<file path="src/rtl/regfile_wb.sv">
// Write-back arbiter for the regfile write port: ALU results have priority, byte loads wait in a
// DEPTH-entry queue, and queued loads raise a load-use hazard. Optional stats: REGFILE_WB_STATS_EN.
module regfile_wb #(
    parameter int DEPTH = 2
) (
    input  logic        clk,
    input  logic        reset,
    input  logic        alu_valid,
    input  logic        alu_word,
    input  logic [5:0]  alu_d,
    input  logic [15:0] alu_Rd,
    input  logic        ld_valid,
    output logic        ld_ready,
    input  logic [5:0]  ld_d,
    input  logic [7:0]  ld_data,
    input  logic [5:0]  rd_a,
    input  logic        rd_a_word,
    input  logic [5:0]  rd_b,
    output logic        hazard,
    output logic        write,
    output logic        write_word,
    output logic [5:0]  d,
    output logic [15:0] Rd,
    output logic        misalign,
    output logic [15:0] stall_cnt
);
    localparam int PTR_W = $clog2(DEPTH);
    localparam logic [PTR_W:0] FULL_CNT = (PTR_W + 1)'(DEPTH);

    logic [5:0]       q_d    [DEPTH];
    logic [7:0]       q_data [DEPTH];
    logic [DEPTH-1:0] q_valid;
    logic [PTR_W-1:0] head;
    logic [PTR_W-1:0] tail;
    logic [PTR_W:0]   count;
    logic             q_empty;
    logic             accept;
    logic             pop;
    logic             push;
    logic             bypass;

    assign q_empty  = (count == '0);
    assign ld_ready = (count != FULL_CNT) && !reset;
    assign accept   = ld_valid && ld_ready;
    assign pop      = !alu_valid && !q_empty;
    // A load arriving at an idle, empty queue goes straight to the write port.
    assign bypass   = accept && !alu_valid && q_empty;
    assign push     = accept && !bypass;

    always_ff @(posedge clk) begin
        if (push) begin
            q_d[tail]    <= ld_d;
            q_data[tail] <= ld_data;
        end
    end

    always_ff @(posedge clk or posedge reset) begin
        if (reset) begin
            head    <= '0;
            tail    <= '0;
            count   <= '0;
            q_valid <= '0;
        end else begin
            if (push) begin
                tail          <= tail + 1'b1;
                q_valid[tail] <= 1'b1;
            end
            if (pop) begin
                head          <= head + 1'b1;
                q_valid[head] <= 1'b0;
            end
            if (push && !pop)
                count <= count + 1'b1;
            else if (pop && !push)
                count <= count - 1'b1;
        end
    end

    always_ff @(posedge clk or posedge reset) begin
        if (reset) begin
            write      <= 1'b0;
            write_word <= 1'b0;
            d          <= '0;
            Rd         <= '0;
            misalign   <= 1'b0;
        end else begin
            write      <= alu_valid || pop || bypass;
            write_word <= 1'b0;
            if (alu_valid) begin
                write_word <= alu_word;
                d          <= alu_word ? {alu_d[5:1], 1'b0} : alu_d;
                Rd         <= alu_word ? alu_Rd : {8'h00, alu_Rd[7:0]};
                if (alu_word && alu_d[0])
                    misalign <= 1'b1;
            end else if (pop) begin
                d  <= q_d[head];
                Rd <= {8'h00, q_data[head]};
            end else if (bypass) begin
                d  <= ld_d;
                Rd <= {8'h00, ld_data};
            end
        end
    end

    always_comb begin
        hazard = 1'b0;
        for (int i = 0; i < DEPTH; i++) begin
            if (q_valid[i] && (q_d[i] == rd_b || q_d[i] == rd_a ||
                               (rd_a_word && q_d[i] == {rd_a[5:1], 1'b1})))
                hazard = 1'b1;
        end
    end

`ifdef REGFILE_WB_STATS_EN
    logic [15:0] stall_q;

    always_ff @(posedge clk or posedge reset) begin
        if (reset)
            stall_q <= '0;
        else if (alu_valid && !q_empty && stall_q != 16'hFFFF)
            stall_q <= stall_q + 16'd1;
    end

    assign stall_cnt = stall_q;
`else
    assign stall_cnt = 16'h0000;
`endif

endmodule

</file>
<file path="config.mk">
export PLATFORM = sky130hd
export DESIGN_NAME = regfile_wb
export DESIGN_NICKNAME = d
export VERILOG_FILES = /design/src/rtl/regfile_wb.sv
export SDC_FILE = /design/constraint.sdc
export NUM_CORES = 1
export LEC_CHECK = 0
export ABC_CLOCK_PERIOD_IN_PS = 2400
export BUFFER_PORTS_ARGS = -buffer_cell sky130_fd_sc_hd__buf_2
export CORE_ASPECT_RATIO = 0.9
export CORE_MARGIN = 2
export CORE_UTILIZATION = 35
export DETAILED_ROUTE_END_ITERATION = 8
export PLACE_DENSITY = 0.62
export RECOVER_POWER = 100
export SETUP_SLACK_MARGIN = 0.02
export SLEW_MARGIN = 40
export SYNTH_ARGS = -nofsm -noshare
export SYNTH_HDL_FRONTEND = slang
export SYNTH_SLANG_ARGS = --single-unit
</file>
<file path="constraint.sdc">
create_clock -name clk -period 2.4 [get_ports clk]
set_input_delay 0.48 -clock clk [delete_from_list [all_inputs] [get_ports clk]]
set_output_delay 0.48 -clock clk [all_outputs]
set_load 0.02 [all_outputs]
</file>
==> results.toml, run 1 <==
[final_layout]
nets = 388
multi_input_comb_area_sq_mm = 0.00111
most-common-layout-cells = "49 x clkbuf_1, 37 x buf_2, 31 x dfrtp_1"
seq_area_sq_mm = 0.00162
synthToLayoutAreaGrowth_pct = 18.9
final_util_pct = 42.9
nFillCells = 815
layout_commonest_cell = "clkbuf_1"
antenna_cells = 0
final_layout_size_suffix_gt1_share_pct = 19.2
design_area_sq_mm = 0.00346

[synthesis]
netlist.area_leader.share_pct = 28.9
yosys_warnings = 0
synth.top_cells.by_area = "edfxtp_1 29%, dfrtp_1 27%, xnor2_1 7.2%"
synth_seq_area_share_pct = 55.5
synth_cell_type_count = 36
synth_area_sq_mm = 0.00291
syn_area_per_cell_sq_um = 11.8
synth_seq_cells = 59
synthCells = 246
yosys.area.top_type = "edfxtp_1"

[status]
status = "complete, but fails checks"
violations = "capacitance limit, slew limit"

[clock_tree]
post_cts_buffers = 0
root_buffer = "clkbuf_8"
clk_pin_slew_worst_paths_ns = 0.06
numCtsBuffers = 9
clk_latency_ns = 0.33
hold_buffers = 0
cts.sinks = 59
clockBufferDepth = 2
htreeDepth = 3
cts-resized-gates = 0
tritoncts = "built"

[floorplan]
num_io_pins = 97
die_w_um = 100
fp.dieH_um = 90.6
rows = 31
start_util_pct = 36.1
dieArea_sq_mm = 0.00907
core_area_sq_mm = 0.00807

[global_route]
grt_use_total_pct = 16.0
gr-total-overflow = 0
grt_antenna_before_repair = 0
grt_max_degree = 32
grt_pass1_wl_mm = 11.1
grt_pass1_vias = 2127

[route]
drc = 0
viasPerCell = 4.85
drtAntennaViolNets = 0
drt-total-wl_mm = 6.89
wire_per_inst_um = 15.8
first_pass_iters = 4
drt_iter0_markers = 115
vias = 2119

[timing]
slew_viol_final = 32
fin_worst_skew_ns = 0.00568
rsz0062_at_grt = "false"
tightest_slew_ns = 1.76
min_period_ns = 2.24
fmax_mhz = 447
tns_ns = 0
hold_slack_ns = 0.361
maxSlewHeadroom_pct = -17.4
finalCritPeriodShare_pct = 93.3
hold_violations = 0
setup_viol = 0

[placement]
io_buffers = 80
place_congestion = 0.745
hpwl_mm = 5.19
placed_area_sq_mm = 0.00335

[critical_path]
critPathArrivalTime_ns = 1.76
crit_path_start_kind = "flip-flop"
r2r-end = "q_d[0][1]"
path_class = "flip-flop to primary output"
r2r_start = "count[0]"
crit_path_end_kind = "primary output"
r2r_cells = 4
r2r_setup_slack_ns = 0.22
required_ns = 1.92
critical_path_peak_fanout = 4

[worst_hold_path]
hold_path_startpoint = "alu_Rd[13]"
hold_end = "Rd[13]"
hp-class = "input port to flip-flop"
hold_depth = 2

[power]
ir_drop_v = 0.000402
leakagePower_nw = 1.42
power_density_mw_per_mm2 = 1010

[job]
maxCapViolations = 1
routing by layer:
layer | share of wire, % | routed length [um] | GRT usage (%) | vias to the layer above
met5 | 0 | 0 | 0 | -
met4 | 0.97 | 67 | 4.11 | 0
met3 | 6.9 | 476 | 5.73 | 7
met2 | 45 | 3110 | 23.3 | 76
met1 | 47 | 3240 | 22.7 | 1009
li1 | - | - | - | 1027
cells in the mapped netlist, drive strengths merged:
master	instances
nand2b	1
a22o	9
or2	1
a22oi	5
and2b	1
a21oi	17
edfxtp	28
o22a	1
conb	1
and2	2
nand2	9
a211o	8
nand3b	7
mux2i	8
o22ai	2
nor3	1
a2111oi	2
inv	5
xor2	3
nor3b	1
clkbuf	4
xnor2	24
a31oi	7
o2111ai	2
dfrtp	31
a21o	7
nor2	25
ha	1
or3b	2
nand3	2
nand4	2
buf	27
power by group:
group	switching [W]	internal, W
Combinational	0.000723	0.000443
Clock	0.000374	0.000457
Sequential	0.000191	0.00131
Total	0.00129	0.00221
registers in the layout, indices dropped and copies added (netlist names), 2 cells and up:
register	count
q_d	12
count	2
d	6
q_valid	2
Rd	16
q_data	16
per-stage QoR:
step | std cells | setup WS [ns] | total power (W)
4_1_cts | 435 | 0.0897 | 0.00359
2_1_floorplan | 261 | 0.489 | 0.00239
6_report | 437 | 0.161 | 0.00349
3_3_place_gp | 419 | 0.303 | 0.00273
5_1_grt | 437 | 0.0799 | 0.00373
3_5_place_dp | 419 | 0.263 | 0.00275
worst max-delay path by stage:
stage	startpoint	endpoint	depth (start not counted)
final	q_d[0][0]	hazard	5
after global routing	q_d[1][0]	hazard	5
after CTS	q_d[1][0]	hazard	5
after detailed placement	rd_a[0]	hazard	6
after global placement	rd_a[0]	hazard	6
after floorplan	alu_valid	q_d[1][0]	4
area by class of cell:
class                           instances  area share, %
Clock inverter                          2          0.289
Multi-Input combinational cell        166           31.9
Inverter                                5          0.542
Timing Repair Buffer                   92           12.0
Tap cell                               99           3.58
Sequential cell                        59           46.7
Clock buffer                           14           4.98
worst max-delay path, cell delays in order, from the launching register on:
cell and delay [ns]:
edfxtp_1 0.42, or3b_2 0.46, o2111ai_1 0.10, o22ai_1 0.12, a22o_1 0.19, clkbuf_2 0.15
logic make-up (layout without fill, tap and decap cells):
kind of cell               after synthesis  count (layout)  synth area share [%]
AOI/OAI and AO/OA                       60              60                  15.8
xor gates and xnor gates                27              27                  8.12
adders and majority gates                1               1                 0.429
muxes                                    8               8                  2.75
and+or+nand+nor                         54              54                  9.19
other                                    1              16                 0.129
buffers and inverters                   36             113                  8.07
DFF                                     59              59                  55.5
(Power assumes the default switching activity.)
==> run 2, diff against run 1 <==
--- a/config.mk
+++ b/config.mk
@@ -10,7 +10,7 @@
 export CORE_ASPECT_RATIO = 0.9
 export CORE_MARGIN = 2
-export CORE_UTILIZATION = 35
+export CORE_UTILIZATION = 45
 export DETAILED_ROUTE_END_ITERATION = 8
-export PLACE_DENSITY = 0.62
+export PLACE_DENSITY = 0.75
 export RECOVER_POWER = 100
 export SETUP_SLACK_MARGIN = 0.02
==> constraint.sdc (replaced) <==
create_clock -name clk -period 2.4 [get_ports clk]
set_input_delay 0.24 -clock clk [delete_from_list [all_inputs] [get_ports clk]]
set_output_delay 0.24 -clock clk [all_outputs]
set_load 0.02 [all_outputs]
==> run 2 against run 1 <==
  * The run still ends with capacitance limit, slew limit left
  * Via count is 0.14% lower
  * Setup slack better by 0.18 ns
  * Hold slack worse by 0.24 ns
  * Global-route usage is 2.9 points higher
  * Sequential share of layout area is 0.98 points higher
  * Critical path type unchanged
  * Largest power group unchanged
  * Highest routed layer unchanged
==> results.toml, run 2 (synthesized netlist as in run 1, its figures left out) <==
[clock_tree]
post_cts_buffers = 0
numCtsBuffers = 9
hold_buffers = 0
htreeDepth = 3
cts-resized-gates = 0
tritoncts = "built"
root_buffer = "clkbuf_8"
cts.sinks = 59
clk_latency_ns = 0.33
clockBufferDepth = 2
clk_pin_slew_worst_paths_ns = 0.06

[placement]
hpwl_mm = 4.69
placed_area_sq_mm = 0.00332
place_congestion = 0.925
io_buffers = 80
dp_slack_ns = 0.533

[timing]
slew_viol_final = 32
maxSlewHeadroom_pct = -17.2
tns_ns = 0
setup_viol = 0
tightest_slew_ns = 1.76
fmax_mhz = 486
min_period_ns = 2.06
finalCritPeriodShare_pct = 85.7
hold_violations = 0
rsz0062_at_grt = "false"
fin_worst_skew_ns = 0.0101
layout_setup_ws_ns = 0.344

[status]
status = "complete, but fails checks"
violations = "capacitance limit, slew limit"

[floorplan]
fp.dieH_um = 80.3
die_w_um = 88.8
dieArea_sq_mm = 0.00714
core_area_sq_mm = 0.00618
rows = 27
num_io_pins = 97
start_util_pct = 47.1

[route]
drtAntennaViolNets = 0
drt-total-wl_mm = 6.41
wire_per_inst_um = 15.3
drc = 0
vias = 2116
first_pass_iters = 4
viasPerCell = 5.04
drt_iter0_markers = 131

[final_layout]
layout_commonest_cell = "clkbuf_1"
final_util_pct = 54.9
antenna_cells = 0
design_area_sq_mm = 0.00339
most-common-layout-cells = "52 x clkbuf_1, 37 x buf_2, 31 x dfrtp_1"
reg_top3 = "Rd (16), q_data (16), q_d (12)"
final_layout_size_suffix_gt1_share_pct = 17.1
nets = 383
synthToLayoutAreaGrowth_pct = 16.4

[global_route]
grt_antenna_before_repair = 0
gr-total-overflow = 0
grt_max_degree = 32
grt_pass1_vias = 2012
grt_pass1_wl_mm = 9.99
grt_use_total_pct = 18.9

[critical_path]
crit_path_end_kind = "primary output"
required_ns = 2.16
critical_path_peak_fanout = 4
critPathArrivalTime_ns = 1.82
r2r_start = "count[0]"
path_class = "flip-flop to primary output"
crit_path_start = "q_d[1][0]"
crit_path_start_kind = "flip-flop"

[power]
leakagePower_nw = 1.38
ir_drop_v = 0.000558
power_density_mw_per_mm2 = 992

[job]
maxCapViolations = 1

[worst_hold_path]
hp-class = "input port to flip-flop"
hold_path_startpoint = "alu_Rd[8]"
[run 2: cell count changes in the layout (fill, tap and decap cells not counted)]
cell,delta
clkbuf_8,-2
buf_4,-4
clkinv_2,-2
clkbuf_1,+3
[run 2: path summary, 6_finish.rpt]
| check | endpoint | slack, ns | cells past startpoint |
|---|---|---|---|
| setup / recovery | hazard | 0.34 | 5 |
| setup reg to reg | Rd[2] | 0.39 | 4 |
| max in group asynchronous | Rd[11] | 0.74 | 3 |
| hold / removal | Rd[8] | 0.12 | 2 |
| min in group asynchronous | d[4] | 0.63 | 3 |
| hold reg to reg | misalign | 0.46 | 1 |
[run 2: metal layers]
metal | up-vias | part of all wire (%) | global-route usage [%]
li1 | 1017 | - | -
met1 | 990 | 48 | 28.6
met2 | 103 | 43 | 26.6
met3 | 6 | 8.6 | 4.93
met4 | 0 | 0.56 | 5.91
met5 | - | 0 | 0
[run 2: final cells by class]
class                      count  area (sq um)
fill                         560          2790
sequential                    59          1620
clock buffer                  16           160
timing repair buffer          87           383
inverter                       5          18.8
multi-input combinational    166          1110
tap                           87           109
[run 2: worst max-delay path: stages, from the launching register on]
cell,delay [ns]
edfxtp_1,0.42
or3b_2,0.46
o2111ai_1,0.10
o22ai_1,0.10
a22o_1,0.24
clkbuf_1,0.17
[run 2: power breakdown]
group	switching [W]	internal (W)
combinational	0.000663	0.000425
clock	0.000344	0.000406
sequential	0.000223	0.00131
total	0.00123	0.00214
[run 2: stage by stage]
step	hold slack (ns)	total power [W]	instances
finish	0.123	0.00337	420
global route	0.115	0.00357	420
CTS	0.0788	0.00346	420
detailed placement	0.438	0.00270	404
global placement	0.430	0.00267	404
floorplan	0.181	0.00239	261
